===== src/rtl/lift_call_dispatcher.sv =====
// Lift call dispatcher: latches floor calls, tracks the car floor and issues SCAN-ordered HOLD/UP/DOWN commands.
// Defining LIFT_DISPATCH_EMERG_EN adds the emerg input and an EMERG recall-to-ground state.
module lift_call_dispatcher #(
  parameter int NUM_FLOORS  = 8,
  parameter int DOOR_CYCLES = 3
) (
  input  logic                  clk,
  input  logic                  reset,
  input  logic [NUM_FLOORS-1:0] call_req,
  input  logic [2:0]            floor,
`ifdef LIFT_DISPATCH_EMERG_EN
  input  logic                  emerg,
`endif
  output logic [1:0]            in,
  output logic                  door_open,
  output logic [NUM_FLOORS-1:0] pending,
  output logic                  served
);

  localparam logic [2:0] IDLE      = 3'd0;
  localparam logic [2:0] MOVE_UP   = 3'd1;
  localparam logic [2:0] MOVE_DOWN = 3'd2;
  localparam logic [2:0] DOOR      = 3'd3;
`ifdef LIFT_DISPATCH_EMERG_EN
  localparam logic [2:0] EMERG     = 3'd4;
`endif

  localparam logic [1:0] CMD_HOLD = 2'b00;
  localparam logic [1:0] CMD_UP   = 2'b01;
  localparam logic [1:0] CMD_DOWN = 2'b11;

  // The door counter only ever holds DOOR_CYCLES-1 down to 0.
  localparam int             CW        = (DOOR_CYCLES > 1) ? $clog2(DOOR_CYCLES) : 1;
  localparam logic [CW-1:0]  DOOR_LOAD = CW'(DOOR_CYCLES - 1);

  logic [2:0]            state, state_d;
  logic [CW-1:0]         cnt, cnt_d;
  logic                  dir_up, dir_up_d;
  logic [1:0]            in_d;
  logic                  door_d, served_d;
  logic [NUM_FLOORS-1:0] here_mask, above_mask, below_mask;
  logic [NUM_FLOORS-1:0] clear_mask, accept_mask, pending_d;
  logic                  floor_ok, at_call, calls_above, calls_below, absorb;

  always_comb begin
    here_mask  = '0;
    above_mask = '0;
    below_mask = '0;
    floor_ok   = int'(floor) < NUM_FLOORS;
    for (int i = 0; i < NUM_FLOORS; i++) begin
      here_mask[i]  = floor_ok && (int'(floor) == i);
      above_mask[i] = floor_ok && (i > int'(floor));
      below_mask[i] = floor_ok && (i < int'(floor));
    end
    at_call     = |(pending & here_mask);
    calls_above = |(pending & above_mask);
    calls_below = |(pending & below_mask);
    // A button pressed at the floor where the car already waits is served on the spot.
    absorb      = ((state == IDLE) || (state == DOOR)) && |(call_req & here_mask);
  end

  always_comb begin
    state_d    = state;
    cnt_d      = cnt;
    dir_up_d   = dir_up;
    in_d       = CMD_HOLD;
    door_d     = 1'b0;
    served_d   = 1'b0;
    clear_mask = '0;

    if (!floor_ok) begin
      state_d = IDLE;
    end else begin
      case (state)
        IDLE: begin
          if (absorb || at_call) begin
            state_d    = DOOR;
            cnt_d      = DOOR_LOAD;
            door_d     = 1'b1;
            served_d   = 1'b1;
            clear_mask = here_mask;
          end else if (calls_above && (!calls_below || dir_up)) begin
            state_d = MOVE_UP;
            in_d    = CMD_UP;
          end else if (calls_below) begin
            state_d = MOVE_DOWN;
            in_d    = CMD_DOWN;
          end
        end
        MOVE_UP: begin
          dir_up_d = 1'b1;
          if (at_call) begin
            state_d    = DOOR;
            cnt_d      = DOOR_LOAD;
            door_d     = 1'b1;
            served_d   = 1'b1;
            clear_mask = here_mask;
          end else if (calls_above) begin
            in_d = CMD_UP;
          end else if (calls_below) begin
            state_d = MOVE_DOWN;
            in_d    = CMD_DOWN;
          end else begin
            state_d = IDLE;
          end
        end
        MOVE_DOWN: begin
          dir_up_d = 1'b0;
          if (at_call) begin
            state_d    = DOOR;
            cnt_d      = DOOR_LOAD;
            door_d     = 1'b1;
            served_d   = 1'b1;
            clear_mask = here_mask;
          end else if (calls_below) begin
            in_d = CMD_DOWN;
          end else if (calls_above) begin
            state_d = MOVE_UP;
            in_d    = CMD_UP;
          end else begin
            state_d = IDLE;
          end
        end
        DOOR: begin
          door_d = 1'b1;
          // Reloading keeps the door open for a full DOOR_CYCLES after the latest press.
          if (absorb) begin
            cnt_d    = DOOR_LOAD;
            served_d = 1'b1;
          end else if (cnt == '0) begin
            state_d = IDLE;
            door_d  = 1'b0;
          end else begin
            cnt_d = cnt - CW'(1);
          end
        end
        default: state_d = IDLE;
      endcase
    end

`ifdef LIFT_DISPATCH_EMERG_EN
    // Emergency recall overrides everything: drive to ground, open the door and drop all calls.
    if (emerg) begin
      state_d    = EMERG;
      cnt_d      = '0;
      served_d   = 1'b0;
      clear_mask = '1;
      in_d       = (floor == 3'd0) ? CMD_HOLD : CMD_DOWN;
      door_d     = (floor == 3'd0);
    end else if (state == EMERG) begin
      state_d    = IDLE;
      served_d   = 1'b0;
      clear_mask = '1;
      in_d       = CMD_HOLD;
      door_d     = 1'b0;
    end
`endif
  end

  assign accept_mask = call_req & ~(absorb ? here_mask : '0);
  assign pending_d   = (pending | accept_mask) & ~clear_mask;

  always_ff @(posedge clk or negedge reset) begin
    if (!reset) begin
      state     <= IDLE;
      cnt       <= '0;
      dir_up    <= 1'b1;
      in        <= CMD_HOLD;
      door_open <= 1'b0;
      pending   <= '0;
      served    <= 1'b0;
    end else begin
      state     <= state_d;
      cnt       <= cnt_d;
      dir_up    <= dir_up_d;
      in        <= in_d;
      door_open <= door_d;
      pending   <= pending_d;
      served    <= served_d;
    end
  end

endmodule


===== config.mk =====
export PLATFORM = sky130hd
export DESIGN_NAME = lift_call_dispatcher
export DESIGN_NICKNAME = d
export VERILOG_FILES = /design/src/rtl/lift_call_dispatcher.sv
export SDC_FILE = /design/constraint.sdc
export NUM_CORES = 1
export LEC_CHECK = 0
export ABC_AREA = 1
export BUFFER_PORTS_ARGS = -buffer_cell sky130_fd_sc_hd__buf_2
export CORE_MARGIN = 8
export CORE_UTILIZATION = 50
export CTS_CLUSTER_SIZE = 10
export DETAILED_ROUTE_END_ITERATION = 10
export PLACE_DENSITY_LB_ADDON = 0.3
export SYNTH_ARGS = -nofsm -noshare
export SYNTH_HDL_FRONTEND = slang
export SYNTH_SLANG_ARGS = --single-unit

===== constraint.sdc =====
create_clock -name clk -period 1.86 [get_ports clk]
set_input_delay 0.372 -clock clk [delete_from_list [all_inputs] [get_ports clk]]
set_output_delay 0.372 -clock clk [all_outputs]
set_load 0.005 [all_outputs]

==> summary.txt <==
Synth
  • Top cells by area, synth: dfrtp_1 (30%), nand2_1 (18%), inv_1 (8.9%)
  • Seq/Total Area, Yosys: 0.316
  • Commonest cells post-synth: nand2_1 (65), inv_1 (32), nand3_1 (21), nor2_1 (17), dfrtp_1 (16)
  • Ys async rst share: 1.00
  • Synth top area share: 0.297
  • Syn Nets: 232
  • Syn Std Cell Area: between 1000 and 1500 um2
  • #FFs+latches synth: 17
  • Yosys cell types: 26
  • Top_reg_cell synth: dfrtp_1
  • Leading area contributor after synthesis: dfrtp_1
  • Post-synth EDFFs: 0
  • Syn avg cell area: ~6.3 um2
  • Mapped Cells: 213
  • Ys Warns: 0
  • Cell with the most instances after synthesis: nand2_1

Critical path
  • CP Max Fanout: 4
  • Startpoint class of the critical path: register
  • CP endpoint kind: register
  • Crit path max-delay cell type: dfrtp_1
  • Reg2reg start: state[0]
  • Crit path launch: state[0]
  • Worst R2R Setup Slack: 0.20 ns
  • CP most frequent cell: nand2_1
  • CP arrival: 1.90 ns
  • Worst Path Required: 2.09 ns
  • R2R cell count: 9
  • Reg2reg end: state[1]
  • Max stage delay on crit path: 0.41 ns
  • CP Cell Sequence: inv_1 -> ha_1 -> inv_1 -> buf_4 -> a21oi_1 -> nand2_1 -> o21ai_1 -> nand2_1 -> nand2_1
  • Kind of critical path: register to register

CTS
  • Num CTS Buffers: 3
  • CTS tree: built
  • CTS H-Tree Depth: 1
  • CTS root buf: clkbuf_4
  • Hold Buf Count CTS: 0
  • Clk_lat worst skew: 0.29 ns
  • Clock transition at the registers of the reported paths: 0.11 ns
  • CTS Buffer Depth: 2
  • CTS-repair resized insts: 0
  • CTS Sinks: 17
  • Setup repair bufs after CTS: 0

STA
  • Period minus WS final: 1.66 ns
  • Final-report hold violation count: 16
  • Setup Skew: ~0.0088 ns
  • Fmax: 601 MHz
  • RSZ-0062 raised after global routing: false
  • Sum Neg Setup Slack: 0 ns
  • Fin. max-slew vios: 0
  • Worst hold margin: -0.0179 ns
  • Slew HR: 0.731
  • Crit path setup slack, layout: 0.195 ns
  • Slew @ Worst Pin: 0.404 ns
  • Final setup viols: 0
  • Period utilization: 0.895

Global routing
  • Largest net degree at the start of global routing: 18
  • Vias in the first global route: 1354
  • Total GRT Usage: 0.167
  • First-pass GRT wire length: about 6000 um
  • Grt total ovfl: 0
  • Initial antenna violation count: 0

Routing
  • Drc violations: 0
  • Drt wl/cell: 12.4 um
  • Final wirelength: 3520 um
  • Via count: around 1500
  • Drt pass-1 iters: 4
  • Drt initial violations: 163
  • Detail Route Antenna Nets: 0
  • Via density: 5.13

Floorplanning
  • Initial core utilization: 0.507
  • Die width: a little under 70 um
  • Io pins: 25
  • # rows: 19
  • CORE AREA: 2660 um2
  • Die Height: roughly 68 um
  • Die footprint: 4620 um2

Place
  • Detailed Place HPWL: between 2000 and 3000 um
  • Setup WS pre-CTS: -0.0557 ns
  • Routability cong.: 0.936
  • Buffers on Ports: 24

Worst hold path
  • Worst hold path type: input port to async pin

Layout
  • Layout Nets: 274
  • Synth-to-layout area growth: 22.4%
  • Filler cells: 261
  • Antenna diodes: 0
  • Layout cell share with drive strength beyond 1: 0.217

Outcome
  • Status: finished with violations
  • Failing checks: hold timing

Run
  • Max cap viols: 0

Pwr
  • Peak supply drop: 0.935 mV
  • LEAKAGE: 0.934 nW
  • Pwr Density: 1250 nW/um2
  • Pwr Total: 2.07 mW
==> state kept, by name, summed over array words and instances (netlist names) <==
| signal | count |
|---|---|
| cnt | 2 |
| in | 2 |
| dir_up | 1 |
| pending | 8 |
| door_open | 1 |
| served | 1 |
| state | 2 |
==> worst max-delay path by stage <==
stage                       endpoint  slack [ns]
after floorplan               cnt[1]        0.19
after global placement    pending[3]       -0.02
after detailed placement  pending[3]       -0.06
after CTS                 pending[3]        0.15
after global routing      pending[6]        0.02
final                       state[1]        0.20
==> cells by family after synthesis <==
logic type / share of synthesized area
simple gates: 0.390
fa+ha+maj: 0.0556
flops: 0.316
compound gates: 0.121
buf+inv: 0.117
==> per-stage QoR <==
step	cells	util	hold WS [ns]	area, um2
final	285	0.621	-0.0179	1650
after global routing	285	0.621	0.00431	1650
after CTS	285	0.621	0.00164	1650
after detailed placement	281	0.611	0.333	1630
after global placement	281	0.611	0.329	1630
after floorplan	213	-	0.0764	1350
==> layout by cell type (no fill, tap or decap), types with 2 or more instances in the layout <==
cell type  count
buf_2         24
nand3_1       21
inv_2          4
nand4_1        9
o21ai_0       11
nand2_2        2
nor2_1        17
o21ai_1        7
ha_1           6
clkbuf_4       3
a21o_1         2
o22ai_1        2
inv_1         32
a21oi_1        5
buf_4         16
dfrtp_1       16
nand2_1       65
==> layout make-up <==
| cell class | count | area, um2 | area share |
|---|---|---|---|
| Tap cell | 31 | 38.8 | 0.0235 |
| Sequential cell | 17 | 427 | 0.258 |
| Clock buffer | 4 | 26.3 | 0.0159 |
| Inverter | 36 | 135 | 0.0818 |
| Multi-Input combinational cell | 156 | 766 | 0.463 |
| Timing Repair Buffer | 41 | 260 | 0.157 |
==> where the power goes <==
| part | total [mW] | switching [mW] | internal (mW) |
|---|---|---|---|
| clock network | 0.210 | 0.127 | 0.0833 |
| logic | 1.24 | 0.749 | 0.490 |
| registers | 0.621 | 0.0995 | 0.521 |
| total | 2.07 | 0.975 | 1.09 |
==> metal layers <==
metal | vias to the layer above | GRT usage | part of all wire | routed length (um)
li1 | 767 | - | - | -
met1 | 642 | 0.226 | 0.48 | 1680
met2 | 50 | 0.263 | 0.42 | 1490
met3 | 2 | 0.0344 | 0.092 | 323
met4 | 0 | 0.0486 | 0.0071 | 25
met5 | - | 0 | 0 | 0
==> critical path: cells and delay by family (launching register included) <==
family / cells / cell delay [ns]
adders and majority gates: 1 / 0.28
buffers and inverters: 3 / 0.31
DFF: 1 / 0.41
AOI/OAI and AO/OA: 2 / 0.36
and+or+nand+nor: 3 / 0.26
Power figures use the tool's default switching activity.
